<file path="config.mk">
export PLATFORM = sky130hd
export DESIGN_NAME = inst_fetch_flat
export DESIGN_NICKNAME = d
export VERILOG_FILES = /design/src/rtl/inst_fetch_if.sv /design/src/rtl/inst_fetch.sv /design/src/flat_wrapper.sv
export SDC_FILE = /design/constraint.sdc
export NUM_CORES = 1
export LEC_CHECK = 0
export ABC_AREA = 1
export CAP_MARGIN = 20
export CORE_MARGIN = 8
export CORE_UTILIZATION = 48
export DETAILED_ROUTE_END_ITERATION = 10
export PLACE_DENSITY = 0.77
export SYNTH_ARGS = -nofsm -noshare
export SYNTH_HDL_FRONTEND = slang
export SYNTH_SLANG_ARGS = --single-unit
</file>
<file path="constraint.sdc">
create_clock -name clk -period 3.9 [get_ports clk]
set_input_delay 0.78 -clock clk [delete_from_list [all_inputs] [get_ports clk]]
set_output_delay 0.78 -clock clk [all_outputs]
set_load 0.01 [all_outputs]
</file>
<file path="src/rtl/inst_fetch_if.sv">
// Fetch-stage bus: instruction RAM read port, redirect/stall controls and decode handshake.
interface inst_fetch_if #(
  parameter int ADDR_W = 16
);
  logic              ram_re;
  logic [ADDR_W-1:0] ram_addr;
  logic [31:0]       ram_data;
  logic              ram_done;
  logic              redir;
  logic [ADDR_W-1:0] redir_pc;
  logic              stall;
  logic              if_valid;
  logic [31:0]       if_inst;
  logic [ADDR_W-1:0] if_pc;
  logic              id_ready;
  logic              if_err;

  modport master (
    output ram_re, ram_addr, if_valid, if_inst, if_pc, if_err,
    input  ram_data, ram_done, redir, redir_pc, stall, id_ready
  );

  modport slave (
    input  ram_re, ram_addr, if_valid, if_inst, if_pc, if_err,
    output ram_data, ram_done, redir, redir_pc, stall, id_ready
  );
endinterface

</file>
<file path="src/rtl/inst_fetch.sv">
// Instruction fetch: PC, one RAM word read per cycle, 2-entry output queue, redirect flush.
// Define FETCH_ALIGN_CHECK_EN to trap misaligned redirects instead of masking them.
//
// state | meaning
// IDLE  | first cycle after reset, no read
// FETCH | issue reads while queue has room, capture returned words
// FLUSH | one dead cycle after a redirect; held here while a misalign trap is pending
module inst_fetch #(
  parameter int                ADDR_W   = 16,
  parameter logic [ADDR_W-1:0] RESET_PC = '0,
  parameter int                QDEPTH   = 2
) (
  input logic          clk,
  input logic          clr,
  inst_fetch_if.master bus
);
  localparam int            CW   = $clog2(QDEPTH + 1);
  localparam int            IW   = $clog2(QDEPTH);
  localparam logic [CW-1:0] FULL = CW'(QDEPTH);

  typedef enum logic [1:0] {
    IDLE  = 2'd0,
    FETCH = 2'd1,
    FLUSH = 2'd2
  } state_t;

  state_t            state_q, state_nxt;
  logic [ADDR_W-1:0] pc_q, pc_nxt;
  logic [CW-1:0]     cnt_q, cnt_nxt;
  logic [31:0]       q_inst     [QDEPTH];
  logic [31:0]       q_inst_nxt [QDEPTH];
  logic [ADDR_W-1:0] q_pc       [QDEPTH];
  logic [ADDR_W-1:0] q_pc_nxt   [QDEPTH];
  logic              valid;
  logic              issue;
  logic              pop;
  logic              push;
  logic              err_q;
  logic              tgt_bad;
  logic [ADDR_W-1:0] tgt;

`ifdef FETCH_ALIGN_CHECK_EN
  assign tgt     = bus.redir_pc;
  assign tgt_bad = |bus.redir_pc[1:0];

  always_ff @(posedge clk or posedge clr) begin
    if (clr) begin
      err_q <= 1'b0;
    end else if (bus.redir) begin
      err_q <= tgt_bad;
    end
  end
`else
  assign tgt     = bus.redir_pc & ~ADDR_W'(3);
  assign tgt_bad = 1'b0;
  assign err_q   = 1'b0;
`endif

  assign valid        = (cnt_q != '0);
  assign pop          = valid & bus.id_ready & ~bus.stall;
  assign push         = issue & bus.ram_done;

  assign bus.ram_re   = issue;
  assign bus.ram_addr = pc_q;
  assign bus.if_valid = valid;
  assign bus.if_inst  = q_inst[0];
  assign bus.if_pc    = q_pc[0];
  assign bus.if_err   = err_q;

  always_ff @(posedge clk or posedge clr) begin
    if (clr) begin
      state_q <= IDLE;
    end else begin
      state_q <= state_nxt;
    end
  end

  // A same-cycle pop frees the slot the returning word will land in.
  always_comb begin
    state_nxt = state_q;
    issue     = 1'b0;
    case (state_q)
      IDLE:    state_nxt = FETCH;
      FETCH:   issue = ~bus.stall & ((cnt_q < FULL) | pop);
      FLUSH:   if (!err_q) state_nxt = FETCH;
      default: state_nxt = IDLE;
    endcase
    if (bus.redir) begin
      state_nxt = FLUSH;
    end
  end

  always_comb begin
    q_inst_nxt = q_inst;
    q_pc_nxt   = q_pc;
    cnt_nxt    = cnt_q;
    pc_nxt     = pc_q;
    if (bus.redir) begin
      cnt_nxt = '0;
      pc_nxt  = tgt;
      if (tgt_bad) begin
        q_pc_nxt[0] = bus.redir_pc;
      end
    end else begin
      if (pop) begin
        for (int i = 0; i < QDEPTH - 1; i++) begin
          q_inst_nxt[i] = q_inst[i + 1];
          q_pc_nxt[i]   = q_pc[i + 1];
        end
        cnt_nxt = cnt_q - CW'(1);
      end
      if (push) begin
        q_inst_nxt[cnt_nxt[IW-1:0]] = bus.ram_data;
        q_pc_nxt[cnt_nxt[IW-1:0]]   = pc_q;
        cnt_nxt = cnt_nxt + CW'(1);
        pc_nxt  = pc_q + ADDR_W'(4);
      end
    end
  end

  always_ff @(posedge clk or posedge clr) begin
    if (clr) begin
      pc_q  <= RESET_PC;
      cnt_q <= '0;
      for (int i = 0; i < QDEPTH; i++) begin
        q_inst[i] <= '0;
        q_pc[i]   <= '0;
      end
    end else begin
      pc_q   <= pc_nxt;
      cnt_q  <= cnt_nxt;
      q_inst <= q_inst_nxt;
      q_pc   <= q_pc_nxt;
    end
  end
endmodule

</file>
<file path="src/flat_wrapper.sv">
// flat-port wrapper written by rule: the top's interface ports become plain ports
module inst_fetch_flat 
#(
  parameter int                ADDR_W   = 16,
  parameter logic [ADDR_W-1:0] RESET_PC = '0,
  parameter int                QDEPTH   = 2
)
  (clk, clr, bus_ram_re, bus_ram_addr, bus_if_valid, bus_if_inst, bus_if_pc, bus_if_err, bus_ram_data, bus_ram_done, bus_redir, bus_redir_pc, bus_stall, bus_id_ready);
  inst_fetch_if #(.ADDR_W(ADDR_W)) bus_i ();
  input logic clk;
  input logic clr;
  output wire logic [$bits(bus_i.ram_re)-1:0] bus_ram_re;
  output wire logic [$bits(bus_i.ram_addr)-1:0] bus_ram_addr;
  output wire logic [$bits(bus_i.if_valid)-1:0] bus_if_valid;
  output wire logic [$bits(bus_i.if_inst)-1:0] bus_if_inst;
  output wire logic [$bits(bus_i.if_pc)-1:0] bus_if_pc;
  output wire logic [$bits(bus_i.if_err)-1:0] bus_if_err;
  input wire logic [$bits(bus_i.ram_data)-1:0] bus_ram_data;
  input wire logic [$bits(bus_i.ram_done)-1:0] bus_ram_done;
  input wire logic [$bits(bus_i.redir)-1:0] bus_redir;
  input wire logic [$bits(bus_i.redir_pc)-1:0] bus_redir_pc;
  input wire logic [$bits(bus_i.stall)-1:0] bus_stall;
  input wire logic [$bits(bus_i.id_ready)-1:0] bus_id_ready;
  assign bus_ram_re = bus_i.ram_re;
  assign bus_ram_addr = bus_i.ram_addr;
  assign bus_if_valid = bus_i.if_valid;
  assign bus_if_inst = bus_i.if_inst;
  assign bus_if_pc = bus_i.if_pc;
  assign bus_if_err = bus_i.if_err;
  assign bus_i.ram_data = bus_ram_data;
  assign bus_i.ram_done = bus_ram_done;
  assign bus_i.redir = bus_redir;
  assign bus_i.redir_pc = bus_redir_pc;
  assign bus_i.stall = bus_stall;
  assign bus_i.id_ready = bus_id_ready;
  inst_fetch #(.ADDR_W(ADDR_W), .RESET_PC(RESET_PC), .QDEPTH(QDEPTH)) u_core (.clk(clk), .clr(clr), .bus(bus_i));
endmodule
</file>
### After elaboration in Yosys (flattened, before gate mapping)

Index checks and enable logic that the tools add are counted.

* add/subtract/negate cells: 3
* magnitude comparators: 3
* equal/unequal tests: 3
* mux-type cells: 21
* bitwise logic cells: 8
* reductions and logical operators: 6

Operators with widths (number)
* $mux 32: 4
* $mux 16: 5
* $bwmux 64: 1
* $mux 64: 1
* $bwmux 32: 1
* $demux 32 s1: 1
* $add 16x3->16 const B: 1
* $demux 16 s1: 1
* $mux 2: 5
* $and 1x1->1: 4
* $pmux 2 s2: 1
* $reduce_bool 2->1: 2
* $add 2x1->2 const B: 1
* $eq 2x1->1 const B: 1
* $eq 2x2->1 const B: 1
* $ge 2x2->1 const B: 1
* $logic_not 2->1: 1
* $lt 2x1->1 const B: 1
* $lt 2x2->1 const B: 1
* $ne 2x2->1 const B: 1
* $not 1->1: 2
* $not 1->2: 1
* $reduce_and 2->1: 1
* $reduce_or 2->1: 1
* 4 further kinds: 4

* bits in registers: 116
* input bits: 54
* output and inout port bits: 67
* word-level logic and storage cells: 51

### Longest topological paths before layout

* depth after elaboration: 12
* depth in mapped cells: 12
* mapped depth without buffers: 11

### Worst setup path after synthesis

OpenSTA, ideal clock, no wires.

* kind: input port to output port
* start point: input bus_stall
* end point: output bus_ram_re
* arrival time: 1.277 ns
* data required time: 3.120 ns
* slack: 1.843 ns
* cell stages on the path: 4
* path buffers: 0
* path through: nor2_2 -> nand2_2 -> nand2_1 -> and2_1

* cells in the longest elaborated chain, start to end: 5

Ends and longest elaborated chain
* start, declared: line flat_wrapper.sv:22 `input wire logic [$bits(bus_i.stall)-1:0] bus_stall;`
* $not 1->1 *: line inst_fetch.sv:60, inst_fetch.sv:84
* $and 1x1->1: line inst_fetch.sv:60 `assign pop = valid & bus.id_ready & ~bus.stall;`
* $or 1x1->1: line inst_fetch.sv:84 `FETCH: issue = ~bus.stall & ((cnt_q < FULL) | pop);`
* $and 1x1->1 *: line inst_fetch.sv:84
* $mux 1 *: line inst_fetch.sv:82 `case (state_q)`
* end, declared: line flat_wrapper.sv:12 `output wire logic [$bits(bus_i.ram_re)-1:0] bus_ram_re;`

Every way passes the cells marked *; elsewhere a longest branch is shown, timed or not.

### Final worst setup path

Ends and elaborated chain as after synthesis.

==> Implementation_results.wiki <==
{| class="wikitable"
! Metric !! Value
|-
| Area of the die || 17700 um^2
|-
| Critical path capture point type || output pin
|-
| Core ar. || 13300 um^2
|-
| Arrival time at the worst endpoint || 2.26 ns
|-
| Worst-margin pin slew || 0.980 ns
|-
| Via count of the first global-routing pass || 5835
|-
| Leading register cell type out of synthesis || sky130_fd_sc_hd__dfrtp_1
|-
| Fraction of registers with async set/reset || 100%
|-
| GP Congestion || 0.807
|-
| Unrepaired setup endpoints after global routing || no
|-
| Number of antenna diodes || 0
|-
| Final hold violation count || 0
|-
| CTS tree || built
|-
| Synth warnings || 0
|-
| Port bufs || 115
|-
| Detailed placer's ending HPWL || 10.6 mm
|-
| Leading area contributor after synthesis || sky130_fd_sc_hd__dfrtp_1
|-
| Area delta synth->final || 17.0%
|-
| Largest net degree at the start of global routing || 64
|-
| Kind of start point of the critical path || input port
|-
| Syn Inst Count || 977
|-
| Commonest cells after routing, fill and taps aside || 539 x sky130_fd_sc_hd__nand2_1, 113 x sky130_fd_sc_hd__clkdlybuf4s50_1, 112 x sky130_fd_sc_hd__dfrtp_1
|-
| Height of the chip || 133 um
|-
| Largest cells by area after synthesis || sky130_fd_sc_hd__dfrtp_1 43%, sky130_fd_sc_hd__nand2_1 31%, sky130_fd_sc_hd__nand3_1 6.9%
|-
| Type of the worst setup path || input port to output pin
|-
| Clock H-tree levels || 3
|-
| Grt ovf || 0
|-
| Detailed-route via count || 6053
|-
| Global-route usage over all layers || 20.2%
|-
| Number of nets with antenna violations after detailed routing || 0
|-
| Clk_lat worst skew || 0.35 ns
|-
| Total CTS buffers || 9
|-
| Total negative slack for setup checks || 0 ns
|-
| Clock-pin slew on the worst setup and hold paths || 0.07 ns
|-
| Number of max-cap violations || 0
|-
| Max Slew Vio Count || 0
|-
| Worst Path Max Fanout || 4
|-
| Number of I/O pins || 121
|-
| Net total in the final layout || 1066
|-
| Total setup violations reported at the end of the flow || 0
|-
| Total Routed Length || 17.3 mm
|-
| Post-layout min period || 3.04 ns
|-
| Wire length of the first global-routing pass || 29.6 mm
|-
| Sequential element share of the synthesized area || 42.6%
|-
| Power per cell area || 408 nW/um^2
|-
| Count of distinct cell types in the synthesized netlist || 28
|-
| Die width || 133 um
|-
| Number of cells upsized or downsized after cts || 0
|-
| Number of buffers inserted by hold repair at cts || 0
|-
| Setup Buffers After CTS || 0
|-
| Initial Utilization || 49.5%
|-
| Status || finished clean
|-
| Count of filler cells inserted in the layout || 1242
|-
| Final Cycle Share || 77.9%
|-
| Clock sink total || 112
|-
| Register bit total from synthesis || 112
|-
| Cell area after technology mapping || 6580 um^2
|-
| Number of flops mapped to enable cells by yosys || 0
|-
| Required time of the critical path || 3.12 ns
|-
| DRC violation total after the first TritonRoute iteration || 575
|-
| Remaining DRCs || 0
|-
| Area share of the leading cell type in the synthesized netlist || 42.6%
|-
| Total number of placement rows || 42
|-
| F_max || 329 MHz
|-
| Relative slew margins || 34.4%
|-
| Number of vias per cell after detailed routing || 5.08
|-
| Static leakage power || 3.97 nW
|-
| Leading cell type in the layout, fill and taps excluded || sky130_fd_sc_hd__nand2_1
|-
| Post-synthesis average cell area || 6.73 um^2
|-
| Util after Layout || 57.9%
|-
| Longest Clk Path Bufs || 2
|-
| Antenna violations before repair || 0
|-
| DR pass1 iterations || 5
|-
| Worst Clk Skew || 0.00635 ns
|-
| Final routed wire length divided by cell count || 14.5 um
|-
| Fraction of layout instances using a drive strength above 1 || 4.14%
|-
| Clk Tree Root Cell || sky130_fd_sc_hd__clkbuf_16
|-
| Class of the tightest hold or removal check || register to register
|-
| Worst-case vdd ir drop || 206 uV
|}
[area by class of cell]
type	instances	area, um^2	share of cell area, %
multi-input combinational	733	3030	39.3
sequential	112	2800	36.4
timing repair buffer	127	1260	16.3
clock buffer	13	270	3.51
tap	176	220	2.86
inverter	27	104	1.35
clock inverter	3	15.0	0.195
[cell families after synthesis]
| kind of cell | Yosys count | synth area share, % |
|---|---|---|
| flip-flops | 112 | 42.6 |
| buffers and inverters | 134 | 11.7 |
| AND/OR/NAND/NOR | 691 | 42.0 |
| other | 1 | 0.0570 |
| XOR/XNOR | 7 | 0.932 |
| adder cells (fa/ha/maj) | 2 | 0.380 |
| AO/OA/AOI/OAI | 30 | 2.36 |
[layer usage]
layer / up-vias / global-route usage (%) / wire, um
li1: 3026 / - / -
met1: 2815 / 26.4 / 8040
met2: 203 / 32.9 / 7990
met3: 9 / 4.13 / 1090
met4: 0 / 6.31 / 151
met5: - / 0 / 0
[cells in the mapped netlist (3+ instances only)]
library cell,count
sky130_fd_sc_hd__buf_1,7
sky130_fd_sc_hd__buf_2,11
sky130_fd_sc_hd__buf_4,59
sky130_fd_sc_hd__buf_6,4
sky130_fd_sc_hd__clkbuf_1,26
sky130_fd_sc_hd__dfrtp_1,112
sky130_fd_sc_hd__inv_1,26
sky130_fd_sc_hd__nand2_1,541
sky130_fd_sc_hd__nand3_1,91
sky130_fd_sc_hd__nand4_1,3
sky130_fd_sc_hd__nor2_1,43
sky130_fd_sc_hd__nor2_2,3
sky130_fd_sc_hd__o21ai_0,26
sky130_fd_sc_hd__or2_2,3
sky130_fd_sc_hd__xnor2_1,4
sky130_fd_sc_hd__xor2_1,3
[stage by stage]
step	power (W)	hold WS, ns	cells	area (um^2)	setup slack, ns
CTS	0.00317	0.444	1191	7700	0.847
detailed placement	0.00226	0.437	1175	7410	0.664
global placement	0.00225	0.432	1175	7410	0.693
floorplan	0.00199	0.419	979	6580	0.161
finish	0.00314	0.441	1191	7700	0.862
global route	0.00333	0.485	1191	7700	0.773
[final timing paths]
check	startpoint	slack (ns)	cells past startpoint	end
worst max-delay path	bus_stall	0.86	6	bus_ram_re
worst min-delay path	u_core.state_q[0]$_DFFE_PP0P_	0.44	1	u_core.state_q[0]$_DFFE_PP0P_
worst max register to register	u_core.cnt_q[0]$_DFF_PP0_	1.12	9	u_core.q_pc[8]$_DFFE_PP0P_
worst min register to register	u_core.state_q[0]$_DFFE_PP0P_	0.44	1	u_core.state_q[0]$_DFFE_PP0P_
max in group asynchronous	clr	2.24	3	u_core.bus.if_pc[13]$_DFFE_PP0N_
min in group asynchronous	clr	0.92	2	u_core.bus.if_inst[23]$_DFFE_PP0N_
[flip-flops by register name, indices dropped and copies added, names as in the netlist]
name and cells:
u_core.bus.ram_addr 14, u_core.q_pc 14, u_core.bus.if_pc 16, u_core.state_q 2, u_core.q_inst 32, u_core.cnt_q 2
u_core.bus.if_inst 32
[power by group]
part	internal, W	switching, W
sequential	0.00131	0.000137
combinational	0.000383	0.000407
clock	0.000484	0.000414
[worst max-delay path, cell delays in order]
cell and delay (ns):
sky130_fd_sc_hd__clkdlybuf4s50_1 0.46, sky130_fd_sc_hd__nor2_4 0.14, sky130_fd_sc_hd__nand2_2 0.09, sky130_fd_sc_hd__nand2_1 0.13, sky130_fd_sc_hd__and2_1 0.13, sky130_fd_sc_hd__clkdlybuf4s50_1 0.53
No activity file was read; power rests on OpenSTA's default activity.
